===== src/rtl/fmc_spi_bus_arbiter.sv =====
// fmc_spi_bus_arbiter: round-robin owner of the shared FMC150 SPI bus with chip-select guard time.
// Define FMC_SPI_ARB_TIMEOUT_EN to add the ownership timeout and the timeout_pulse port.
module fmc_spi_bus_arbiter #(
   parameter int unsigned NREQ      = 2,
   parameter int unsigned GUARD     = 4,
   parameter logic        SCLK_IDLE = 1'b1,
   parameter logic [15:0] TIMEOUT   = 16'd50000
) (
   input  logic            CLK,
   input  logic            RST_N,
   input  logic [NREQ-1:0] req,
   output logic [NREQ-1:0] gnt,
   input  logic [NREQ-1:0] core_sclk,
   input  logic [NREQ-1:0] core_sdo,
   input  logic [NREQ-1:0] core_csb,
   output logic [NREQ-1:0] core_sdi,
   input  logic [NREQ-1:0] dev_sdi,
   output logic            spi_sclk,
   output logic            spi_sdo,
   output logic [NREQ-1:0] spi_csb,
   output logic [2:0]      owner,
   output logic            busy,
   output logic            err_sticky
`ifdef FMC_SPI_ARB_TIMEOUT_EN
   ,
   output logic            timeout_pulse
`endif
);

   typedef enum logic [1:0] {S_IDLE, S_GUARD_IN, S_OWN, S_GUARD_OUT} state_t;

   localparam logic [7:0] GUARD_LOAD = 8'(GUARD - 1);

   state_t          r_state, w_state_nxt;
   logic [7:0]      r_cnt, w_cnt_nxt;
   logic [2:0]      r_owner, w_owner_nxt, w_pick;
   logic            w_found;
   logic [NREQ-1:0] w_req, w_own_oh, w_gnt, r_csb, r_sdi;
   logic            w_own_req, w_own_csb, w_drive, w_err, w_timeout;
   logic            r_sclk, r_sdo, r_err;

   if (NREQ < 1 || NREQ > 8 || GUARD < 1 || GUARD > 255 || TIMEOUT == 16'd0) begin : g_bad_params
      $error("fmc_spi_bus_arbiter: parameter out of range");
   end

`ifdef FMC_SPI_ARB_TIMEOUT_EN
   logic [15:0]     r_tmo_cnt;
   logic            r_tmo_pulse;
   logic [NREQ-1:0] r_mask;

   // A revoked requester stays masked until it lets go of req.
   always_ff @(posedge CLK or negedge RST_N) begin
      if (!RST_N) begin
         r_tmo_cnt   <= '0;
         r_tmo_pulse <= 1'b0;
         r_mask      <= '0;
      end else begin
         r_tmo_cnt   <= (r_state == S_OWN) ? r_tmo_cnt + 16'd1 : '0;
         r_tmo_pulse <= w_timeout;
         r_mask      <= (r_mask & req) | (w_timeout ? w_own_oh : '0);
      end
   end

   assign w_timeout     = (r_state == S_OWN) && (r_tmo_cnt == TIMEOUT - 16'd1);
   assign w_req         = req & ~r_mask;
   assign timeout_pulse = r_tmo_pulse;
`else
   assign w_timeout = 1'b0;
   assign w_req     = req;
`endif

   always_comb begin
      w_own_oh = '0;
      for (int unsigned i = 0; i < NREQ; i++) begin
         w_own_oh[i] = (r_owner == 3'(i));
      end
   end

   assign w_own_req = |(req & w_own_oh);
   assign w_own_csb = |(core_csb & w_own_oh);

   // First set request scanning upward from owner+1, wrapping at NREQ.
   always_comb begin
      w_pick  = r_owner;
      w_found = 1'b0;
      for (int unsigned k = 1; k <= NREQ; k++) begin
         for (int unsigned i = 0; i < NREQ; i++) begin
            if (!w_found && w_req[i] && (i == ({29'd0, r_owner} + k) % NREQ)) begin
               w_pick  = 3'(i);
               w_found = 1'b1;
            end
         end
      end
   end

   always_ff @(posedge CLK or negedge RST_N) begin
      if (!RST_N) begin
         r_state <= S_IDLE;
         r_cnt   <= '0;
         r_owner <= 3'(NREQ - 1);
      end else begin
         r_state <= w_state_nxt;
         r_cnt   <= w_cnt_nxt;
         r_owner <= w_owner_nxt;
      end
   end

   always_comb begin
      w_state_nxt = r_state;
      w_cnt_nxt   = r_cnt;
      w_owner_nxt = r_owner;
      case (r_state)
         S_IDLE: begin
            if (|w_req) begin
               w_owner_nxt = w_pick;
               w_cnt_nxt   = GUARD_LOAD;
               w_state_nxt = S_GUARD_IN;
            end
         end
         S_GUARD_IN: begin
            if (!w_own_req) begin
               w_cnt_nxt   = GUARD_LOAD;
               w_state_nxt = S_GUARD_OUT;
            end else if (r_cnt == '0) begin
               w_state_nxt = S_OWN;
            end else begin
               w_cnt_nxt = r_cnt - 8'd1;
            end
         end
         S_OWN: begin
            if (!w_own_req || w_timeout) begin
               w_cnt_nxt   = GUARD_LOAD;
               w_state_nxt = S_GUARD_OUT;
            end
         end
         S_GUARD_OUT: begin
            if (r_cnt == '0) begin
               w_state_nxt = S_IDLE;
            end else begin
               w_cnt_nxt = r_cnt - 8'd1;
            end
         end
         default: w_state_nxt = S_IDLE;
      endcase
   end

   always_comb begin
      w_gnt = (r_state == S_OWN) ? w_own_oh : '0;
      gnt   = w_gnt;
      owner = r_owner;
      busy  = (r_state != S_IDLE);
   end

   // Pins follow the owner only while it keeps the bus; the release cycle already parks them.
   assign w_drive = (r_state == S_OWN) && (w_state_nxt == S_OWN);
   assign w_err   = ((r_state == S_OWN) && !w_own_req && !w_own_csb) ||
                    (|(~core_csb & ~w_gnt)) || w_timeout;

   always_ff @(posedge CLK or negedge RST_N) begin
      if (!RST_N) begin
         r_sclk <= SCLK_IDLE;
         r_sdo  <= 1'b0;
         r_csb  <= '1;
         r_sdi  <= '0;
         r_err  <= 1'b0;
      end else begin
         if (w_drive) begin
            r_sclk <= |(core_sclk & w_own_oh);
            r_sdo  <= |(core_sdo & w_own_oh);
            r_csb  <= core_csb | ~w_own_oh;
            r_sdi  <= dev_sdi & w_own_oh;
         end else begin
            r_sclk <= SCLK_IDLE;
            r_sdo  <= 1'b0;
            r_csb  <= '1;
            r_sdi  <= '0;
         end
         if (w_err) begin
            r_err <= 1'b1;
         end
      end
   end

   assign spi_sclk   = r_sclk;
   assign spi_sdo    = r_sdo;
   assign spi_csb    = r_csb;
   assign core_sdi   = r_sdi;
   assign err_sticky = r_err;

endmodule


===== config.mk =====
export PLATFORM = sky130hd
export DESIGN_NAME = fmc_spi_bus_arbiter
export DESIGN_NICKNAME = d
export VERILOG_FILES = /design/src/rtl/fmc_spi_bus_arbiter.sv
export SDC_FILE = /design/constraint.sdc
export NUM_CORES = 1
export LEC_CHECK = 0
export BUFFER_PORTS_ARGS = -buffer_cell sky130_fd_sc_hd__buf_4
export CORE_MARGIN = 2
export CORE_UTILIZATION = 49
export CTS_BUF_LIST = sky130_fd_sc_hd__clkbuf_2
export DETAILED_ROUTE_END_ITERATION = 8
export GPL_TIMING_DRIVEN = 0
export PLACE_DENSITY = 0.77
export SYNTH_ARGS = -nofsm -noshare
export SYNTH_HDL_FRONTEND = slang
export SYNTH_SLANG_ARGS = --single-unit

===== constraint.sdc =====
create_clock -name CLK -period 1.7 [get_ports CLK]
set_input_delay 0.17 -clock CLK [delete_from_list [all_inputs] [get_ports CLK]]
set_output_delay 0.17 -clock CLK [all_outputs]
set_load 0.02 [all_outputs]

======== Yosys cells after proc, flatten, opt, wreduce, memory -nomap -nowiden ========
Index checks and enable logic that the tools add are counted.
storage, ports and cells
  flip-flop bits (word level) ............. 20
  input port bits ......................... 12
  output and inout port bits .............. 13
  word-level logic and storage cells ...... 82
operators by class
  add/sub/neg operators ................... 3
  equality and inequality tests ........... 7
  mux-type cells .......................... 23
  bitwise gates (word level) .............. 10
  reduce and logical (&&, ||, !) cells .... 31
operators by type and width
  cell                   count
  $logic_not A32 Y1      2
  $mux W8                4
  $pmux W8 S4            1
  $mux W2                8
  $and A2 B2 Y2          6
  $mux W3                4
  $reduce_or A2 Y1       6
  $logic_and A1 B1 Y1    10
  $logic_not A8 Y1       1
  $pmux W2 S4            1
  $sub A8 B1 Y8 const B  1
  $eq A2 B2 Y1 const B   3
  $not A2 Y2             3
  $logic_not A1 Y1       5
  $mux W1                5
  $ne A2 B2 Y1 const B   2
  $reduce_bool A4 Y1     1
  $eq A3 B1 Y1 const B   1
  $logic_not A3 Y1       1
  $reduce_and A3 Y1      1
  $add A1 B1 Y1 const B  2
  $eq A2 B1 Y1 const B   1
  $logic_not A2 Y1       1
  $or A2 B2 Y2           1
  other kinds (3)        3

======== Depth between registers and ports, before layout ========
Gate-level depths: netlist of the first run.
  depth after elaboration ................. 17
  depth in mapped cells ................... 6
  depth with buffers taken out ............ 6

======== Worst setup path after synthesis of the first run ========
Ideal clock, no wire load.
  kind .................................... register -> register
  from .................................... register r_owner[0], in the netlist owner[0]
  to ...................................... register r_cnt[3]
  library setup time ...................... 77 ps
  arrival ................................. 1732 ps
  required time ........................... 1623 ps
  path slack .............................. -110 ps
  stages on the path, launching flop included .. 6
  path buffers ............................ 1
  period minus slack after synthesis ...... 1810 ps
  cells stage by stage .................... dfstp_2 -> buf_6 -> mux2i_4 -> nor2_2 -> or4_1 -> a21oi_1
on the way
  word-level cells in the longest chain between the ends .. 5
  elaborated cells on any way between the ends .. 8
  those cells by class .................... eq/ne: 2; mux: 2; bitwise: 1; reduce/logical: 3
RTL lines
  item                                              line  source
  start: declaration                                36    logic [2:0] r_owner, w_owner_nxt, w_pick;
  start signal: assignment                          100   r_owner <= 3'(NREQ - 1);
  start signal: assignment                          104   r_owner <= w_owner_nxt;
  $eq A3 B1 Y1 or $logic_not A3 Y1 (tied branches)  75    w_own_oh[i] = (r_owner == 3'(i));
  $and A2 B2 Y2 *                                   79    assign w_own_req = |(req & w_own_oh);
  $reduce_or A2 Y1 *                                79
  $mux W8 or $ne A2 B2 Y1 (tied branches)           -
  $pmux W8 S4 or $reduce_and A2 Y1 (tied branches)  -
  end signal: assignment                            103   r_cnt <= w_cnt_nxt;
  end: declaration                                  35    logic [7:0] r_cnt, w_cnt_nxt;
Every way passes the cells marked *; elsewhere a longest branch is shown, timed or not.
A chain may end at the register's enable or synchronous reset.

======== Worst setup path in the final report of the first run ========
  from .................................... register r_state[0]
  to ...................................... register r_cnt[0]
on the way
  word-level cells in the longest chain between the ends .. 3
  elaborated cells on any way between the ends .. 8
  those cells by class .................... eq/ne: 5; mux: 1; reduce/logical: 2
RTL lines
  item                                              line  source
  start: declaration                                34    state_t r_state, w_state_nxt;
  start signal: assignment                          102   r_state <= w_state_nxt;
  $eq A2 B2 Y1 or $logic_not A2 Y1 (tied branches)  112   case (r_state)
  $ne A2 B2 Y1 (no line)                            -
  $reduce_and A2 Y1 (no line)                       -
Several ways; a longest one is shown, not always the timed one.

==> run metrics, run 1 <==
Max Fclk=0.577 GHz; Post-DP HPWL=1590 um; CTS tree=built; final setup vio count=2; Initial Utilization=0.510; die height=approximately 49 um; CP Class=reg2reg; htree depth=1; initial antenna violation count=0; Setup Skew=0.00139 ns; # fillers=151; R2R cell count=3; violated checks=setup timing; Rows=16; Final ANT Viol Nets=0; P per Cell Area=between 1500 and 2000 nW/um2; die area=2400 um2; largest net degree at the start of global routing=19; fin nets=152; Startpoint Class=flop; worst hold path type=in2reg; die width=around 49 um; Period Utilization, post-route=1.02; area grow syn2layout=39.0%; CTS buffer count=3; IO Pins=25; CTS clk-pin slew, worst paths=0.17 ns; status=finished with violations; clock buffer depth=2; final hold violations=0; Final min period=1.73 ns; gr ovfl total=0; instance count of the mapped netlist=97; Distinct cells, synth=37; CTS root buffer=clkbuf_2; hold path startpoint=req[0]; Crit path required time=1.90 ns; total power=between 0.002 and 0.0025 W; first drt pass iteration count=4; most frequent cells in the layout=buf_4 (35), dfrtp_1 (12), nand2_1 (8), a21oi_1 (6), nor3_1 (5); most common cell after layout, fill and taps aside=buf_4; max-cap violations=0; drt drc=0; worst hold slack=around 0.048 ns; CP Data Arrival Time=1.93 ns; Synth Warn #=0; Vias/cell=5.60; number of global-route vias before repair=963; Placer Congestion=0.842; worst vdd ir=~1 mV; Initial DRC Count=20; CP Capture Point=r_cnt[0]; syn avg cell area=10.2 um2; GRT Total Usage=0.232; via count=a little over 900; area of the core=1940 um2; clk_lat worst skew=0.30 ns; Final WS setup=-0.0328 ns; Setup crit end kind=flop; crit-path max FO=6; fin. max-slew vios=0; IO Port Bufs=22; clk sink count=18; FF-to-FF End=r_cnt[0]; flop-to-flop setup slack=-0.03 ns; first-pass GRT wire length=4220 um; mapped cell area=around 1000 um2; antenna fix cells=0; sequential fraction of the synthesis area=0.460; WL final=2500 um; RSZ-0062 raised after global routing=true; CP startpoint=r_state[0]; Routed WL per cell=15.2 um; FF+latch count, synth=18; share of layout cells above drive strength 1=0.460; r2r startpoint=r_state[0]; static leakage=roughly 0.63 nW
[stage by stage]
stage | setup WS [ns] | util | instances | setup TNS [ns] | cell area [um2]
floorplan | -0.0827 | - | 98 | -0.184 | 995
global placement | -0.145 | 0.615 | 147 | -0.370 | 1190
detailed placement | -0.225 | 0.615 | 147 | -0.667 | 1190
CTS | -0.0249 | 0.679 | 160 | -0.0674 | 1320
global route | -0.118 | 0.709 | 164 | -0.514 | 1380
finish | -0.0328 | 0.709 | 164 | -0.0480 | 1380
[per-layer routing]
| metal | GRT usage | share of wire |
|---|---|---|
| met3 | 0.0521 | 0.050 |
| met5 | 0 | 0 |
| met1 | 0.261 | 0.40 |
| met4 | 0.133 | 0.027 |
| met2 | 0.402 | 0.52 |
[sequential cells by signal, indices dropped and copies added (netlist names)]
signal	cells
r_cnt	8
err_sticky	1
spi_sdo	1
owner	1
spi_sclk	1
core_sdi	2
spi_csb	2
r_state	2
[worst min path at each step]
stage          depth (start not counted)          end  slack [ns]
2_1_floorplan                          0  core_sdi[0]       -0.13
3_3_place_gp                           1  core_sdi[1]        0.05
3_5_place_dp                           1  core_sdi[1]        0.05
4_1_cts                                2     owner[0]        0.05
5_1_grt                                2     owner[0]      -0.006
6_report                               2     owner[0]        0.05
[synthesized netlist by cell type]
cell type | instances | share of area
dfrtp_1 | 14 | 0.35
nand2_1 | 8 | 0.030
a21oi_1 | 7 | 0.035
inv_1 | 6 | 0.023
nor3_1 | 5 | 0.025
dfstp_2 | 4 | 0.11
o21ai_0 | 4 | 0.020
a21o_1 | 3 | 0.023
a31oi_1 | 3 | 0.019
and2_1 | 3 | 0.019
mux2i_1 | 3 | 0.030
nand2b_1 | 3 | 0.019
nor2_1 | 3 | 0.011
or4_1 | 3 | 0.023
buf_4 | 2 | 0.015
ha_1 | 2 | 0.025
nand3_1 | 2 | 0.010
o21ai_1 | 2 | 0.010
or3_1 | 2 | 0.013
a221oi_4 | 1 | 0.027
a2bb2oi_1 | 1 | 0.0088
a32oi_1 | 1 | 0.0088
and2_2 | 1 | 0.0076
and3_2 | 1 | 0.0076
buf_6 | 1 | 0.011
conb_1 | 1 | 0.0038
mux2i_4 | 1 | 0.023
nor2_2 | 1 | 0.0063
nor2b_1 | 1 | 0.0063
nor3_2 | 1 | 0.010
nor4_1 | 1 | 0.0063
nor4b_2 | 1 | 0.015
o211a_2 | 1 | 0.010
o21a_2 | 1 | 0.0088
o21ai_2 | 1 | 0.0088
o311ai_1 | 1 | 0.0088
or4_4 | 1 | 0.011
[kinds of logic (layout without fill, tap and decap cells)]
kind of cell               count (synthesis)  count (layout)  share of synthesized area
adders and majority gates                  2               2                     0.0252
AOI/OAI and AO/OA                         26              26                      0.188
and+or+nand+nor                           37              37                      0.221
DFF                                       18              18                      0.460
muxes                                      4               4                     0.0530
other                                      1               2                    0.00378
buffers and inverters                      9              48                     0.0492
[repair_timing]
item                                    CTS  global route
cloned                                    0             0
setup buffers                             9             5
endpoints found under the setup margin    7             7
pin swaps                                 3             7
resized for setup                         7             8
hold endpoints to repair                 18             0
hold buffers                              1             0
[report_power, final]
part / internal, W / switching [W]
sequential: 0.000577 / 0.000168
clock: 0.0000512 / 0.000134
combinational: 0.000621 / 0.000631
total: 0.00125 / 0.000933
[layout make-up]
| type | count | area (um2) | share of cell area |
|---|---|---|---|
| sequential | 18 | 458 | 0.332 |
| timing repair buffer | 36 | 294 | 0.213 |
| multi-input combinational | 71 | 536 | 0.389 |
| clock buffer | 3 | 15.0 | 0.0109 |
| inverter | 6 | 22.5 | 0.0163 |
| clock inverter | 1 | 3.75 | 0.00272 |
| tap | 27 | 33.8 | 0.0245 |
| buffer | 2 | 15.0 | 0.0109 |
[worst max-delay path, stage by stage, from the launching register on]
cell and delay, ns:
dfrtp_2 0.48, or4_4 0.57, o211a_2 0.19, or3_1 0.39
Power figures use the tool's default switching activity.
==> run 2, diff against run 1 <==
--- a/config.mk
+++ b/config.mk
@@ -5,13 +5,14 @@
 export SDC_FILE = /design/constraint.sdc
 export NUM_CORES = 1
 export LEC_CHECK = 0
+export ABC_AREA = 1
 export BUFFER_PORTS_ARGS = -buffer_cell sky130_fd_sc_hd__buf_4
 export CORE_MARGIN = 2
-export CORE_UTILIZATION = 49
+export CORE_UTILIZATION = 55
 export CTS_BUF_LIST = sky130_fd_sc_hd__clkbuf_2
 export DETAILED_ROUTE_END_ITERATION = 8
 export GPL_TIMING_DRIVEN = 0
-export PLACE_DENSITY = 0.77
+export PLACE_DENSITY = 0.81
 export SYNTH_ARGS = -nofsm -noshare
 export SYNTH_HDL_FRONTEND = slang
 export SYNTH_SLANG_ARGS = --single-unit
==> constraint.sdc (replaced) <==
create_clock -name CLK -period 1.8 [get_ports CLK]
set_input_delay 0.18 -clock CLK [delete_from_list [all_inputs] [get_ports CLK]]
set_output_delay 0.18 -clock CLK [all_outputs]
set_load 0.02 [all_outputs]
==> run 2 against run 1 <==
Against the previous run: the run now ends clean; combinational power shrank 8%; via count is 4.4% higher; area after synthesis up 12%; setup slack improved by 0.31 ns; routed wire length is 12% lower; register-to-register slack improved by 0.44 ns; first-iteration DRC count is 120% higher; utilization fell by 1.1 points; sequential cell count is the same; non-clock buffer count decreased by 12; clock-buffer cell count increased by 1; final cell count is 21% higher; critical endpoint is now gnt[1].
==> run metrics, run 2 <==
flop-to-flop setup slack=0.41 ns (+0.44 ns); synth cell count leaders=nand2_1 (35), nor2_1 (23), inv_1 (19); hold path startpoint=dev_sdi[1]; clock buffer depth=2 (unchanged); sequential fraction of the synthesis area=0.411 (-0.0488); CTS tree=built; fin. max-slew vios=0 (unchanged); WL final=2200 um (-12%); CTS clk-pin slew, worst paths=0.17 ns (about the same); most common cell after layout, fill and taps aside=nand2_1; instance count of the mapped netlist=144 (+48%); total power=0.00198 W (-9.1%); antenna fix cells=0 (unchanged); post-synth top area share=0.316 (-0.0375); most frequent cells in the layout=nand2_1 (35), buf_4 (24), nor2_1 (23), inv_1 (19), dfrtp_1 (14); largest net degree at the start of global routing=19 (unchanged); area grow syn2layout=21.0%; worst hold path type=in2reg; final hold violations=0 (unchanged); Hold Path End=core_sdi[1]; fin util=0.698 (-0.0115); critical path, cell by cell=buf_6, inv_6, nor2_1, buf_4; TNS Setup=0 ns (+0.0480 ns); main flop type after synthesis=dfrtp_1; Worst path top cell family by delay=flip-flops; die height=48.9 um (-0.15%); Setup crit end kind=output pin; Rows=16 (unchanged); gr ovfl total=0 (unchanged); Startpoint Class=flop; clk sink count=18 (unchanged); max-cap violations=0 (unchanged); GRT Total Usage=0.202 (-0.0302); Period Utilization, post-route=0.847; post-CTS resize count=0 (-7); worst vdd ir=0.822 mV (-16%); Initial DRC Count=44 (+120%); die area=2390 um2 (-0.31%); Buf/Inv on CP=3 (+3); Placer Congestion=0.800 (-5.0%); Synth Warn #=0 (unchanged); syn avg cell area=7.70 um2 (-25%); top-count cell post-synth=nand2_1; FF+latch count, synth=18 (unchanged); Post-synth ARST share=1.00 (unchanged); Post-synth EDFFs=0 (unchanged); initial antenna violation count=0 (unchanged); synth top area cells=dfrtp_1 (32%), nand2_1 (12%), dfstp_2 (9.5%), nor2_1 (7.8%), inv_1 (6.4%); first drt pass iteration count=4 (unchanged); area of the core=1920 um2 (-1.0%); die width=48.9 um (-0.15%); Post-DP HPWL=1690 um (+6.2%); first-pass GRT wire length=3750 um (-11%); Final min period=1.52 ns; Initial Utilization=0.577 (+0.0665); Final ANT Viol Nets=0 (unchanged); CP max stage cell=dfstp_2; max FFs per register=8 (unchanged); static leakage=0.721 nW (+15%); drt drc=0 (unchanged); r2r startpoint=owner[0]; RSZ-0062 raised after global routing=false; Routed WL per cell=11.0 um (-28%); IO Pins=25 (unchanged); final setup vio count=0 (-2); clk_lat worst skew=0.30 ns (about the same); Vias/cell=4.82 (-14%); Setup Skew=0.0143 ns (+0.0129 ns); Synth area leader=dfrtp_1; worst hold stages=3 (+1); crit-path max FO=10 (+4); number of global-route vias before repair=897 (-6.9%); CTS buffer count=3 (unchanged); Crit path required time=1.62 ns (-0.28 ns); P per Cell Area=1480 nW/um2 (-6.6%); CTS root buffer=clkbuf_2; design area=1340 um2 (-2.6%); Top reg by flops=r_cnt; CP max stage delay=0.56 ns (about the same); status=completed; mapped cell area=1110 um2 (+12%); FF-to-FF End=r_state[0]; Max Fclk=about 0.66 GHz; via count=959 (+4.4%); CP Class=reg2out; cts hold-fix bufs=1 (unchanged); IO Port Bufs=22 (unchanged); worst hold slack=0.0821 ns (+0.0343 ns); Placed Instance Area=1310 um2 (+9.9%); R2R cell count=6 (+3); postcts setup bufs=0 (-9); Distinct cells, synth=26 (-30%); htree depth=1 (unchanged); share of layout cells above drive strength 1=0.285 (-0.175); fin nets=187 (+23%); CP Data Arrival Time=1.34 ns (-0.59 ns); # fillers=163 (+7.9%)
==> run 2: worst register-to-register path, stage by stage (launching register included) <==
cell and delay (ns):
dfstp_2 0.56, buf_6 0.15, nand2_2 0.08, nand2_4 0.11, inv_2 0.06, a21oi_2 0.20, o21ai_0 0.12
==> run 2: logic make-up (layout without fill, tap and decap cells) <==
kind of cell / Yosys count / in the layout / share of synthesized area
and+or+nand+nor: 80 / 80 / 0.354
buffers and inverters: 26 / 53 / 0.106
DFF: 18 / 18 / 0.411
AOI/OAI and AO/OA: 13 / 13 / 0.0711
xor gates and xnor gates: 4 / 4 / 0.0316
adders and majority gates: 2 / 2 / 0.0226
other: 1 / 2 / 0.00338
==> run 2: power by group <==
part           internal [W]  total [W]  switching, W  leakage, nW
clock network     0.0000589   0.000177      0.000119       0.0166
logic              0.000427    0.00115      0.000724        0.490
registers          0.000541   0.000656      0.000114        0.214
total               0.00103    0.00198      0.000957        0.721
==> run 2: layout make-up <==
type / count / area (um2) / share of cell area
plain buffers: 3 / 26.3 / 0.0196
clock buffers: 4 / 20.0 / 0.0149
inverters: 23 / 91.3 / 0.0681
multi-input cells: 101 / 539 / 0.402
flip-flops and latches: 18 / 455 / 0.340
well taps: 27 / 33.8 / 0.0252
repair buffers: 23 / 175 / 0.131
==> run 2: how the worst max path moves through the flow <==
stage	startpoint	end	slack (ns)	cells past startpoint
after floorplan	owner[0]	err_sticky	0.40	4
after detailed placement	owner[0]	r_state[0]	0.43	6
final	owner[0]	gnt[1]	0.28	4
after CTS	owner[0]	gnt[1]	0.26	4
after global routing	owner[0]	gnt[1]	0.16	4
after global placement	owner[0]	r_cnt[6]	0.42	8
==> run 2: per-stage QoR <==
| stage | worst slack (ns) | cells |
|---|---|---|
| 2_1_floorplan | 0.398 | 145 |
| 3_3_place_gp | 0.421 | 194 |
| 3_5_place_dp | 0.426 | 194 |
| 4_1_cts | 0.262 | 199 |
| 5_1_grt | 0.160 | 199 |
| 6_report | 0.276 | 199 |
==> run 2: layer usage <==
| layer | up-vias | routed length [um] | global-route usage |
|---|---|---|---|
| met5 | - | 0 | 0 |
| met4 | 0 | 43 | 0.0714 |
| met3 | 7 | 132 | 0.0460 |
| met2 | 34 | 1070 | 0.358 |
| met1 | 420 | 955 | 0.238 |
| li1 | 498 | - | - |
